--- config.mk ---
export PLATFORM = sky130hd
export DESIGN_NAME = j1708_tx_scheduler_flat
export DESIGN_NICKNAME = d
export VERILOG_FILES = /design/src/rtl/j1708_tx_scheduler_if.sv /design/src/rtl/j1708_tx_scheduler.sv /design/src/flat_wrapper.sv
export SDC_FILE = /design/constraint.sdc
export NUM_CORES = 1
export LEC_CHECK = 0
export CORE_ASPECT_RATIO = 2
export CORE_MARGIN = 2
export CORE_UTILIZATION = 25
export DETAILED_ROUTE_END_ITERATION = 10
export SLEW_MARGIN = 0
export SYNTH_ARGS = -nofsm -noshare
export SYNTH_HDL_FRONTEND = slang
export SYNTH_SLANG_ARGS = --single-unit
--- constraint.sdc ---
create_clock -name clk -period 4.9 [get_ports clk]
set_input_delay 0.735 -clock clk [delete_from_list [all_inputs] [get_ports clk]]
set_output_delay 0.735 -clock clk [all_outputs]
set_load 0.03 [all_outputs]
--- src/rtl/j1708_tx_scheduler_if.sv ---
// Register-block, TX-buffer and UART signals of the J1708 transmit scheduler.
// master is the scheduler side, slave is the surrounding register/UART side.
interface j1708_tx_scheduler_if;
  logic       enable;
  logic       tx_new;
  logic [7:0] tx_len;
  logic [2:0] tx_prio;
  logic       bus_rx;
  logic [4:0] buf_addr;
  logic [7:0] buf_data;
  logic [7:0] uart_data;
  logic       uart_start;
  logic       uart_busy;
  logic [7:0] uart_echo;
  logic       uart_echo_valid;
  logic       tx_done;
  logic       tx_ok;
  logic       tx_fail;
  logic       collision;

  modport master (
    input  enable, tx_new, tx_len, tx_prio, bus_rx,
    input  buf_data, uart_busy, uart_echo, uart_echo_valid,
    output buf_addr, uart_data, uart_start,
    output tx_done, tx_ok, tx_fail, collision
  );

  modport slave (
    output enable, tx_new, tx_len, tx_prio, bus_rx,
    output buf_data, uart_busy, uart_echo, uart_echo_valid,
    input  buf_addr, uart_data, uart_start,
    input  tx_done, tx_ok, tx_fail, collision
  );
endinterface

--- src/rtl/j1708_tx_scheduler.sv ---
// J1708 transmit sequencer: bus access wait, byte feed, echo check, retry.
// Define J1708_TX_CHECKSUM_EN to append a generated checksum byte.
module j1708_tx_scheduler #(
  parameter int BIT_CYCLES        = 2500,
  parameter int MAX_RETRIES       = 3,
  parameter int MAX_LEN           = 21,
  parameter int ECHO_TIMEOUT_BITS = 12
) (
  input logic clk,
  input logic rst,
  j1708_tx_scheduler_if.master tx_if
);
  localparam int BCW = (BIT_CYCLES > 1) ? $clog2(BIT_CYCLES) : 1;
  localparam logic [BCW-1:0] BIT_LAST = BCW'(BIT_CYCLES - 1);
  localparam logic [3:0] RETRY_MAX = 4'(MAX_RETRIES);
  localparam logic [7:0] TO_BITS = 8'(ECHO_TIMEOUT_BITS);
`ifdef J1708_TX_CHECKSUM_EN
  localparam logic [7:0] LEN_MAX = 8'(MAX_LEN - 1);
`else
  localparam logic [7:0] LEN_MAX = 8'(MAX_LEN);
`endif

  typedef enum logic [2:0] {
    S_IDLE, S_WAIT, S_FETCH, S_SEND, S_ECHO, S_DONE
  } state_t;

  state_t         state_q;
  logic [BCW-1:0] bit_q, bit_d;
  logic [4:0]     idle_q, idle_d;
  logic [7:0]     len_q;
  logic [2:0]     prio_q;
  logic           bad_q;
  logic [4:0]     idx_q;
  logic [3:0]     retry_q;
  logic [7:0]     to_q;
  logic [7:0]     uart_data_q;
  logic           uart_start_q;
  logic           tx_done_q;
  logic           tx_ok_q;
  logic           tx_fail_q;
  logic           coll_q;

  logic       tick;
  logic [4:0] access;
  logic       access_ok;
  logic       last;
  logic       echo_bad;
  logic [7:0] tx_byte;

  assign tick      = (bit_q == BIT_LAST);
  assign access    = 5'd10 + {1'b0, prio_q, 1'b0};
  assign access_ok = (idle_q >= access) && !tx_if.uart_busy;
  assign echo_bad  = tx_if.uart_echo_valid
                   ? (tx_if.uart_echo != uart_data_q)
                   : (to_q >= TO_BITS);

`ifdef J1708_TX_CHECKSUM_EN
  logic [7:0] sum_q;
  logic       is_cs;
  // The checksum rides at index len, right after the last buffer byte.
  assign is_cs   = ({3'b0, idx_q} == len_q);
  assign last    = is_cs;
  assign tx_byte = is_cs ? (~sum_q + 8'd1) : tx_if.buf_data;
`else
  assign last    = (({3'b0, idx_q} + 8'd1) == len_q);
  assign tx_byte = tx_if.buf_data;
`endif

  always_comb begin
    bit_d  = tick ? '0 : bit_q + BCW'(1);
    idle_d = idle_q;
    if (!tx_if.bus_rx)
      idle_d = '0;
    else if (tick && idle_q != 5'd31)
      idle_d = idle_q + 5'd1;
  end

  always_ff @(posedge clk or posedge rst) begin
    if (rst) begin
      bit_q  <= '0;
      idle_q <= '0;
    end else begin
      bit_q  <= bit_d;
      idle_q <= idle_d;
    end
  end

  always_ff @(posedge clk or posedge rst) begin
    if (rst) begin
      state_q      <= S_IDLE;
      len_q        <= '0;
      prio_q       <= '0;
      bad_q        <= 1'b0;
      idx_q        <= '0;
      retry_q      <= '0;
      to_q         <= '0;
      uart_data_q  <= '0;
      uart_start_q <= 1'b0;
      tx_done_q    <= 1'b1;
      tx_ok_q      <= 1'b0;
      tx_fail_q    <= 1'b0;
      coll_q       <= 1'b0;
`ifdef J1708_TX_CHECKSUM_EN
      sum_q        <= '0;
`endif
    end else begin
      uart_start_q <= 1'b0;
      tx_ok_q      <= 1'b0;
      tx_fail_q    <= 1'b0;
      coll_q       <= 1'b0;
      // Losing enable mid-message aborts; a byte in the UART drains alone.
      if (state_q != S_IDLE && state_q != S_DONE && !tx_if.enable) begin
        state_q   <= S_DONE;
        tx_fail_q <= 1'b1;
        tx_done_q <= 1'b1;
      end else begin
        unique case (state_q)
          S_IDLE: begin
            if (tx_if.tx_new && tx_if.enable) begin
              len_q     <= tx_if.tx_len;
              prio_q    <= tx_if.tx_prio;
              bad_q     <= (tx_if.tx_len == 8'd0)
                        || (tx_if.tx_len > LEN_MAX);
              idx_q     <= '0;
              retry_q   <= '0;
              tx_done_q <= 1'b0;
              state_q   <= S_WAIT;
`ifdef J1708_TX_CHECKSUM_EN
              sum_q     <= '0;
`endif
            end
          end
          S_WAIT: begin
            if (bad_q) begin
              tx_fail_q <= 1'b1;
              tx_done_q <= 1'b1;
              state_q   <= S_DONE;
            end else if (access_ok) begin
              state_q <= S_FETCH;
            end
          end
          S_FETCH: state_q <= S_SEND;
          S_SEND: begin
            uart_data_q  <= tx_byte;
            uart_start_q <= 1'b1;
            to_q         <= '0;
            state_q      <= S_ECHO;
`ifdef J1708_TX_CHECKSUM_EN
            if (!is_cs) sum_q <= sum_q + tx_if.buf_data;
`endif
          end
          S_ECHO: begin
            if (tick) to_q <= to_q + 8'd1;
            if (echo_bad) begin
              coll_q <= 1'b1;
              if (retry_q < RETRY_MAX) begin
                retry_q <= retry_q + 4'd1;
                idx_q   <= '0;
                state_q <= S_WAIT;
`ifdef J1708_TX_CHECKSUM_EN
                sum_q   <= '0;
`endif
              end else begin
                tx_fail_q <= 1'b1;
                tx_done_q <= 1'b1;
                state_q   <= S_DONE;
              end
            end else if (tx_if.uart_echo_valid) begin
              if (last) begin
                tx_ok_q   <= 1'b1;
                tx_done_q <= 1'b1;
                state_q   <= S_DONE;
              end else begin
                idx_q   <= idx_q + 5'd1;
                state_q <= S_FETCH;
              end
            end
          end
          S_DONE: state_q <= S_IDLE;
          default: state_q <= S_IDLE;
        endcase
      end
    end
  end

  assign tx_if.buf_addr   = idx_q;
  assign tx_if.uart_data  = uart_data_q;
  assign tx_if.uart_start = uart_start_q;
  assign tx_if.tx_done    = tx_done_q;
  assign tx_if.tx_ok      = tx_ok_q;
  assign tx_if.tx_fail    = tx_fail_q;
  assign tx_if.collision  = coll_q;
endmodule
--- src/flat_wrapper.sv ---
// flat-port wrapper written by rule: the top's interface ports become plain ports
module j1708_tx_scheduler_flat 
#(
  parameter int BIT_CYCLES        = 2500,
  parameter int MAX_RETRIES       = 3,
  parameter int MAX_LEN           = 21,
  parameter int ECHO_TIMEOUT_BITS = 12
)
  (clk, rst, tx_if_enable, tx_if_tx_new, tx_if_tx_len, tx_if_tx_prio, tx_if_bus_rx, tx_if_buf_data, tx_if_uart_busy, tx_if_uart_echo, tx_if_uart_echo_valid, tx_if_buf_addr, tx_if_uart_data, tx_if_uart_start, tx_if_tx_done, tx_if_tx_ok, tx_if_tx_fail, tx_if_collision);
  j1708_tx_scheduler_if tx_if_i ();
  input logic clk;
  input logic rst;
  input wire logic [$bits(tx_if_i.enable)-1:0] tx_if_enable;
  input wire logic [$bits(tx_if_i.tx_new)-1:0] tx_if_tx_new;
  input wire logic [$bits(tx_if_i.tx_len)-1:0] tx_if_tx_len;
  input wire logic [$bits(tx_if_i.tx_prio)-1:0] tx_if_tx_prio;
  input wire logic [$bits(tx_if_i.bus_rx)-1:0] tx_if_bus_rx;
  input wire logic [$bits(tx_if_i.buf_data)-1:0] tx_if_buf_data;
  input wire logic [$bits(tx_if_i.uart_busy)-1:0] tx_if_uart_busy;
  input wire logic [$bits(tx_if_i.uart_echo)-1:0] tx_if_uart_echo;
  input wire logic [$bits(tx_if_i.uart_echo_valid)-1:0] tx_if_uart_echo_valid;
  output wire logic [$bits(tx_if_i.buf_addr)-1:0] tx_if_buf_addr;
  output wire logic [$bits(tx_if_i.uart_data)-1:0] tx_if_uart_data;
  output wire logic [$bits(tx_if_i.uart_start)-1:0] tx_if_uart_start;
  output wire logic [$bits(tx_if_i.tx_done)-1:0] tx_if_tx_done;
  output wire logic [$bits(tx_if_i.tx_ok)-1:0] tx_if_tx_ok;
  output wire logic [$bits(tx_if_i.tx_fail)-1:0] tx_if_tx_fail;
  output wire logic [$bits(tx_if_i.collision)-1:0] tx_if_collision;
  assign tx_if_i.enable = tx_if_enable;
  assign tx_if_i.tx_new = tx_if_tx_new;
  assign tx_if_i.tx_len = tx_if_tx_len;
  assign tx_if_i.tx_prio = tx_if_tx_prio;
  assign tx_if_i.bus_rx = tx_if_bus_rx;
  assign tx_if_i.buf_data = tx_if_buf_data;
  assign tx_if_i.uart_busy = tx_if_uart_busy;
  assign tx_if_i.uart_echo = tx_if_uart_echo;
  assign tx_if_i.uart_echo_valid = tx_if_uart_echo_valid;
  assign tx_if_buf_addr = tx_if_i.buf_addr;
  assign tx_if_uart_data = tx_if_i.uart_data;
  assign tx_if_uart_start = tx_if_i.uart_start;
  assign tx_if_tx_done = tx_if_i.tx_done;
  assign tx_if_tx_ok = tx_if_i.tx_ok;
  assign tx_if_tx_fail = tx_if_i.tx_fail;
  assign tx_if_collision = tx_if_i.collision;
  j1708_tx_scheduler #(.BIT_CYCLES(BIT_CYCLES), .MAX_RETRIES(MAX_RETRIES), .MAX_LEN(MAX_LEN), .ECHO_TIMEOUT_BITS(ECHO_TIMEOUT_BITS)) u_core (.clk(clk), .rst(rst), .tx_if(tx_if_i));
endmodule
==> results of run 1 <==
-- path summary, 6_finish.rpt --
check / start / endpoint / slack, ns / depth (start not counted)
max reg2reg: u_core.tx_if.buf_addr[0] / u_core.tx_if.buf_addr[0] / 2.25 / 6
min reg2reg: u_core.retry_q[2] / u_core.retry_q[2] / 0.48 / 1
min in group asynchronous: rst / u_core.bit_q[0] / 0.94 / 3
max in group asynchronous: rst / u_core.len_q[3] / 3.43 / 3
min: u_core.retry_q[2] / u_core.retry_q[2] / 0.48 / 1
max: u_core.tx_if.buf_addr[0] / u_core.tx_if.buf_addr[0] / 2.25 / 6
-- layout make-up --
type	count	area [um^2]	area share, %
Timing Repair Buffer	53	526	12.1
Sequential cell	62	1550	35.8
Inverter	16	60.1	1.38
Tap cell	155	194	4.47
Clock inverter	5	58.8	1.36
Clock buffer	11	243	5.60
Multi-Input combinational cell	237	1700	39.3
-- sequential cells by signal (all words and copies together) (netlist names), 4 cells and up --
name                    flops
u_core.to_q                 8
u_core.len_q                8
u_core.bit_q               12
u_core.tx_if.uart_data      8
u_core.tx_if.buf_addr       5
u_core.idle_q               5
u_core.retry_q              4
-- worst reg2reg max path, cell delays in order, from the launching register on --
cell	delay (ns)
dfrtp_1	0.46
ha_1	0.36
xor2_1	0.14
or4_1	0.41
a211oi_2	0.68
nor4b_1	0.17
mux2_2	0.31
-- power by group through the flow --
stage	logic [mW]	registers, mW	clock network [mW]
2_1_floorplan	0.430	0.792	0
3_3_place_gp	0.678	0.758	0
3_5_place_dp	0.680	0.759	0
4_1_cts	0.683	0.753	0.652
5_1_grt	0.753	0.776	0.680
6_report	0.680	0.750	0.632
-- cell families after synthesis --
kind of cell | share of synthesized area (%)
buf+inv | 3.52
fa+ha+maj | 4.75
xor+xnor | 8.31
simple gates | 20.1
flops | 46.0
mux | 7.23
compound gates | 10.0
-- metrics by stage --
stage | power, mW | utilization [%] | cells | cell area [um^2] | hold slack, ns
detailed placement | 1.44 | 30.4 | 523 | 4040 | 0.463
global placement | 1.44 | 30.4 | 523 | 4040 | 0.463
global route | 2.21 | 32.6 | 539 | 4340 | 0.497
floorplan | 1.22 | - | 324 | 3370 | 0.444
finish | 2.06 | 32.6 | 539 | 4340 | 0.481
CTS | 2.09 | 32.6 | 539 | 4340 | 0.481
-- cell usage in the layout, fill, tap and decap left out, types with 7 or more instances in the layout --
cell type        Yosys  final
clkdlybuf4s50_1      0     51
mux2_2              19     19
inv_1               16     15
and2_1               8      8
nand2_1             20     20
nor2_1              30     30
dfrtp_1             61     61
ha_1                12     12
nand3_1             16     16
xor2_1              13     13
nor3_1               8      8
xnor2_1             19     19
o21ai_0              9      9
nand4_1              7      7
a21oi_1             10     10
clkbuf_16            0      9
-- per-layer routing --
metal | share of wire (%) | GRT usage [%] | wire length, um | vias up
met3 | 7.6 | 3.58 | 533 | 13
met1 | 46 | 14.5 | 3240 | 1222
met2 | 44 | 15.2 | 3080 | 84
met4 | 2.2 | 4.49 | 152 | 0
met5 | 0 | 0 | 0 | -
li1 | - | - | - | 1266
==> out/results.tsv, run 1 <==
metric	value	unit
fillers	1315	
synth.most_common_cell	dfrtp_1	
io_buffers	51	
final_antenna_net_count	0	
pin_count	52	
vias	2585	
core	13300	um^2
layout-drive-gt1-share	13.0	%
avgSynthCellArea	10.4	um^2
final.setup.worst_slack	2.25	ns
syn-cell-area	3370	um^2
ctsResizeCount	0	
grt_pass1_wl	12.2	mm
crit_slowest_cell	a211oi_2	
antenna_found_initial	0	
die_x	86.2	um
crit_type	flip-flop to flip-flop	
n_antenna_cell	0	
cts_buffer_depth	2	
overflow	0	
nets	425	
clk_pin_slew_worst_paths	0.05	ns
grt_max_degree	63	
synth_cells	324	
crit_chain	ha_1, xor2_1, or4_1, a211oi_2, nor4b_1, mux2_2	
cts_tree	done	
yosys_register_bits	62	
power_density	476	nW/um^2
cp_top_family	compound AO/OA/AOI/OAI gates	
syn-num-nets	370	
fin_crit	2.65	ns
seq_area_frac_synth	46.0	%
slowest_delay	0.68	ns
irDropWorstVdd	0.285	mV
combPwrFrac	33.0	%
track_usage	10.6	%
worstPathArrival	2.86	ns
grt_pass1_vias	2570	
drtPass1Iterations	4	
p_int	1.36	mW
slew-limit-headroom	47.8	%
p_leak	1.83	nW
worstMarginPinSlew	0.783	ns
switchingPower	0.703	mW
dp_hpwl	4.98	mm
critPathRequiredTime	5.11	ns
yosysWarnings	0	
critical_path_peak_fanout	13	
synthTopCellsByCount	dfrtp_1, nor2_1, nand2_1	
numCtsBuffers	9	
synth_cell_types	52	
rsz0062_at_grt	false	
cts_sinks	62	
dp_slack	1.97	ns
gp_routability_congestion	0.818	
synth_top_area_share	45.2	%
cts-root-buf	clkbuf_16	
synth_flop_cell	dfrtp_1	
clockPowerShare	30.7	%
hold_class	flip-flop to flip-flop	
maxClockFrequency	0.377	GHz
wl	7.01	mm
wl_per_cell	13.0	um
synth_edf_count	0	
die-area	14500	um^2
finClkSkew	0.00537	ns
h-tree-depth	3	
start_kind	flip-flop	
drtIter0Drc	149	
hold_buffers	0	
max-cap-violations	0	
fin_tns_setup	0	ns
post-cts-setup-buffers	0	
power_frac_seq	36.4	%
die_h	168	um
drc_errors	0	
routed_via_density	4.80	
synth.largest_area_cell	dfrtp_1	
final_hold_viol_count	0	
critPathCaptureType	flip-flop	
clk_latency	0.33	ns
synth_area_leaders	dfrtp_1, mux2_2, xnor2_1	
async_flop_share	100	%
core.rowCount	60	
maxSlewViolCount	0	
start_util	25.4	%
status	finished clean	
min_period_over_period	54.1	%
switching_share	34.1	%
path_buf_inv	0	
setup_violations	0	
area_growth	28.5	%
Note: power is estimated with default switching activity, not from simulation.
==> run 2, diff against run 1 <==
- clock period: 4.9 -> 2.2 ns (I/O delays scaled with it)
==> run 2 against run 1 <==
  * First-iteration DRC count increased by 10%
  * Register-to-register slack got worse by 2.2 ns
  * Worst setup slack got worse by 2.2 ns
  * Cell area increased by 6.2%
  * Cell count increased by 4.1%
  * Critical path type unchanged
  * Largest power group unchanged
==> out/results.tsv, run 2 (synthesized netlist as in run 1, its figures left out) <==
metric	value	unit
start_kind	flip-flop	
numCtsBuffers	9	
hold_class	primary input to async pin	
holdWs	0.291	ns
layout-drive-gt1-share	19.7	%
irDropWorstVdd	0.658	mV
grt_max_degree	31	
min_period_over_period	96.6	%
rsz0062_at_grt	true	
die-area	14500	um^2
antenna_found_initial	0	
final_antenna_net_count	0	
wl_per_cell	13.2	um
drtPass1Iterations	4	
vias	2623	
worstMarginPinSlew	0.539	ns
fin_crit	2.12	ns
cts_buffer_depth	2	
seqCellArea	1560	um^2
top_register	u_core.bit_q	
critPathRequiredTime	2.47	ns
worstPathArrival	2.39	ns
crit_type	flip-flop to flip-flop	
max-cap-violations	0	
final.setup.worst_slack	0.0753	ns
combPwrFrac	33.5	%
start_util	25.4	%
dp_hpwl	5.45	mm
die_x	86.2	um
p_int	3.30	mW
dp_slack	-0.0356	ns
clk_latency	0.33	ns
layout_commonest_cell	dfrtp_1	
n_antenna_cell	0	
pin_count	52	
power_frac_seq	34.4	%
wl	7.42	mm
maxClockFrequency	0.471	GHz
critPathCaptureType	flip-flop	
io_buffers	51	
status	finished clean	
slew-limit-headroom	63.7	%
switching_share	32.8	%
multiInputGateArea	1760	um^2
power_density	1060	nW/um^2
nets	447	
setup_violations	0	
finClkSkew	0.00439	ns
overflow	0	
critical_path_peak_fanout	6	
clockPowerShare	32.1	%
area_growth	36.5	%
switchingPower	1.61	mW
cts_sinks	62	
r2r_start	u_core.tx_if.buf_addr[1]	
grt_pass1_vias	2690	
cts-root-buf	clkbuf_16	
fillers	1331	
largest_reg_flops	12	
core	13300	um^2
gp_routability_congestion	0.839	
final_cell_mix	dfrtp_1, clkdlybuf4s50_1, nor2_1	
routed_via_density	4.68	
cts_tree	done	
drtIter0Drc	164	
track_usage	10.9	%
maxSlewViolCount	0	
die_h	168	um
p_leak	1.98	nW
grt_pass1_wl	12.6	mm
fin_tns_setup	0	ns
core.rowCount	60	
clk_pin_slew_worst_paths	0.05	ns
h-tree-depth	3	
drc_errors	0	
final_hold_viol_count	0	
worstSetupStartpoint	u_core.tx_if.buf_addr[1]	
==> run 2: path summary, 6_finish.rpt <==
path                                             to  depth (start not counted)  slack, ns
hold / removal                      u_core.bit_q[0]                          2       0.29
min in group clk                  u_core.retry_q[3]                          1       0.48
hold reg to reg                   u_core.retry_q[3]                          1       0.48
setup reg to reg           u_core.tx_if.buf_addr[2]                          8       0.08
max in group asynchronous           u_core.len_q[1]                          3       1.34
setup / recovery           u_core.tx_if.buf_addr[2]                          8       0.08
==> run 2: power groups by stage <==
stage                     Combinational (mW)  Sequential, mW  Clock [mW]
final                                   1.64            1.69        1.57
after CTS                               1.63            1.68        1.61
after global routing                    1.82            1.73        1.67
after detailed placement                1.62            1.70           0
after global placement                  1.60            1.69           0
after floorplan                        0.958            1.76           0
==> run 2: worst max-delay path: stages, from the launching register on <==
cell,delay (ns)
dfrtp_2,0.42
ha_4,0.16
and3b_1,0.15
or3_4,0.33
a31oi_4,0.21
a211oi_4,0.08
buf_6,0.15
or4b_4,0.48
nand3_2,0.07
==> run 2: layer usage <==
layer	routed length [um]	global-route usage, %	up-vias	share of wire, %
li1	-	-	1307	-
met1	3570	14.3	1232	48
met2	3260	16.4	68	44
met3	394	3.04	16	5.3
met4	199	5.52	0	2.7
met5	0	0	-	0
==> run 2: repair_timing <==
action	4_1_cts	5_1_grt
gates resized for setup	0	10
setup buffers	0	1
hold buffers	0	0
setup endpoints to repair	0	8
==> run 2: area by class of cell <==
type | instances | share of cell area (%)
Multi-Input combinational cell | 237 | 38.1
Sequential cell | 62 | 33.8
Timing Repair Buffer | 75 | 15.3
Clock buffer | 13 | 5.87
Tap cell | 155 | 4.21
Clock inverter | 3 | 1.41
Inverter | 16 | 1.30
==> run 2: metrics by stage <==
step | cell area, um^2 | instances | util (%) | total power [mW]
6_report | 4610 | 561 | 34.7 | 4.90
5_1_grt | 4610 | 561 | 34.7 | 5.22
4_1_cts | 4560 | 562 | 34.3 | 4.92
3_5_place_dp | 4230 | 546 | 31.8 | 3.32
3_3_place_gp | 4230 | 546 | 31.8 | 3.29
2_1_floorplan | 3380 | 324 | - | 2.72
==> run 3, diff against run 2 <==
- CORE_UTILIZATION: 25 -> 49
- PLACE_DENSITY: default -> 0.77
==> run 3 against run 2 <==
  * Critical path depth did not move
  * First-iteration DRC count fell by 21%
  * Highest routed layer unchanged
  * Clock power fell by 3%
  * Global-route usage rose by 12 points
  * Sequential cell count did not move
  * Worst hold slack got worse by 0.057 ns
==> out/results.tsv, run 3 (synthesized netlist as in run 1, its figures left out) <==
metric	value	unit
core.rowCount	42	
crit_type	flip-flop to flip-flop	
routed_via_density	5.67	
start_util	51.0	%
min_period_over_period	98.4	%
area_growth	32.2	%
core	6620	um^2
rsz0062_at_grt	true	
critPathRequiredTime	2.44	ns
drc_errors	0	
wl_met2	4.25	mm
nets	445	
critical_path_peak_fanout	6	
cts_buffer_depth	2	
final_cell_mix	dfrtp_1, clkdlybuf4s50_1, nor2_1	
switchingPower	1.62	mW
io_buffers	51	
status	finished clean	
grt_pass1_vias	2973	
dp_hpwl	5.76	mm
layout_commonest_cell	dfrtp_1	
final_hold_viol_count	0	
drtPass1Iterations	5	
fin_crit	2.16	ns
finClkSkew	0.00442	ns
slowest_delay	0.42	ns
p_leak	1.94	nW
numCtsBuffers	9	
max-cap-violations	0	
start_kind	flip-flop	
p_int	3.22	mW
die_h	121	um
cts_tree	done	
place_inst	475	
grt_max_degree	40	
crit_slowest_cell	dfrtp_2	
wl	7.57	mm
final_cells	492	
fin_tns_setup	0	ns
track_usage	22.5	%
cts-root-buf	clkbuf_16	
dpl_cell_area	4110	um^2
top_register	u_core.bit_q	
wl_met3	309	um
finalInstanceArea	4460	um^2
combPwrFrac	33.7	%
cts_sinks	62	
grt_pass1_wl	13.2	mm
worstPathArrival	2.40	ns
die_x	62.7	um
path_buf_inv	1	
layout-drive-gt1-share	18.3	%
hold_class	primary input to async pin	
maxSlewViolCount	0	
switching_share	33.4	%
highest_layer	met4	
pin_count	52	
vias	2792	
wl_per_cell	15.4	um
clk_pin_slew_worst_paths	0.05	ns
critPathCaptureType	flip-flop	
slew-limit-headroom	64.9	%
h-tree-depth	3	
overflow	0	
gp_routability_congestion	0.853	
finalPower	4.84	mW
crit_chain	ha_4, and3b_1, or3_1, a31oi_2, a211oi_2, buf_4, o32a_1, nor4_2	
drtIter0Drc	130	
wl_met1	2.77	mm
power_frac_seq	34.7	%
holdWs	0.234	ns
power_density	1080	nW/um^2
worstMarginPinSlew	0.521	ns
n_antenna_cell	0	
clockPowerShare	31.5	%
largest_reg_flops	12	
final_antenna_net_count	0	
setup_violations	0	
antenna_found_initial	0	
cp_top_family	simple AND/OR/NAND/NOR gates	
irDropWorstVdd	0.713	mV
maxClockFrequency	0.462	GHz
clk_latency	0.33	ns
die-area	7610	um^2
run 3: layer usage:
layer / track usage (%) / vias up
li1: - / 1304
met1: 23.0 / 1373
met2: 41.5 / 93
met3: 5.01 / 22
met4: 12.5 / 0
met5: 0 / -
run 3: final timing paths:
kind                       cells past startpoint                startpoint  slack (ns)                    to
min reg2reg                                    1         u_core.retry_q[2]        0.48     u_core.retry_q[2]
max                                            8  u_core.tx_if.buf_addr[0]        0.04     u_core.state_q[1]
min                                            2                       rst        0.23       u_core.len_q[5]
max reg2reg                                    8  u_core.tx_if.buf_addr[0]        0.04     u_core.state_q[1]
max in group asynchronous                      3                       rst        1.44  u_core.tx_if.tx_done
min in group clk                               1         u_core.retry_q[2]        0.48     u_core.retry_q[2]
run 3: worst register-to-register path: stages, from the launching register on:
cell and delay, ns:
dfrtp_2 0.42, ha_4 0.16, and3b_1 0.14, or3_1 0.36, a31oi_2 0.17, a211oi_2 0.09, buf_4 0.18, o32a_1 0.30
nor4_2 0.25
run 3: what timing repair did:
action | CTS | global route
endpoints found under the setup margin | 0 | 4
buffers inserted | 0 | 1
resized for setup | 0 | 3
endpoints found under the hold margin | 0 | 0
hold buffers | 0 | 0
run 3: layout make-up:
cell class | instances | area [um^2]
Fill cell | 555 | 2160
Multi-Input combinational cell | 237 | 1720
Sequential cell | 62 | 1560
Timing Repair Buffer | 73 | 688
Clock buffer | 11 | 243
Tap cell | 88 | 110
Clock inverter | 5 | 82.6
Inverter | 16 | 60.1
run 3: stage by stage:
stage               util [%]  setup WS (ns)
global placement        62.1       -0.00353
floorplan                  -         0.0192
CTS                     67.0         0.0281
detailed placement      62.1        -0.0702
global route            67.4        -0.0607
finish                  67.4         0.0351
run 3: power groups by stage:
stage	clock, mW	sequential, mW	combinational [mW]
after floorplan	0	1.76	0.958
after global placement	0	1.69	1.57
after detailed placement	0	1.70	1.61
after CTS	1.56	1.69	1.62
after global routing	1.62	1.72	1.79
final	1.53	1.68	1.63
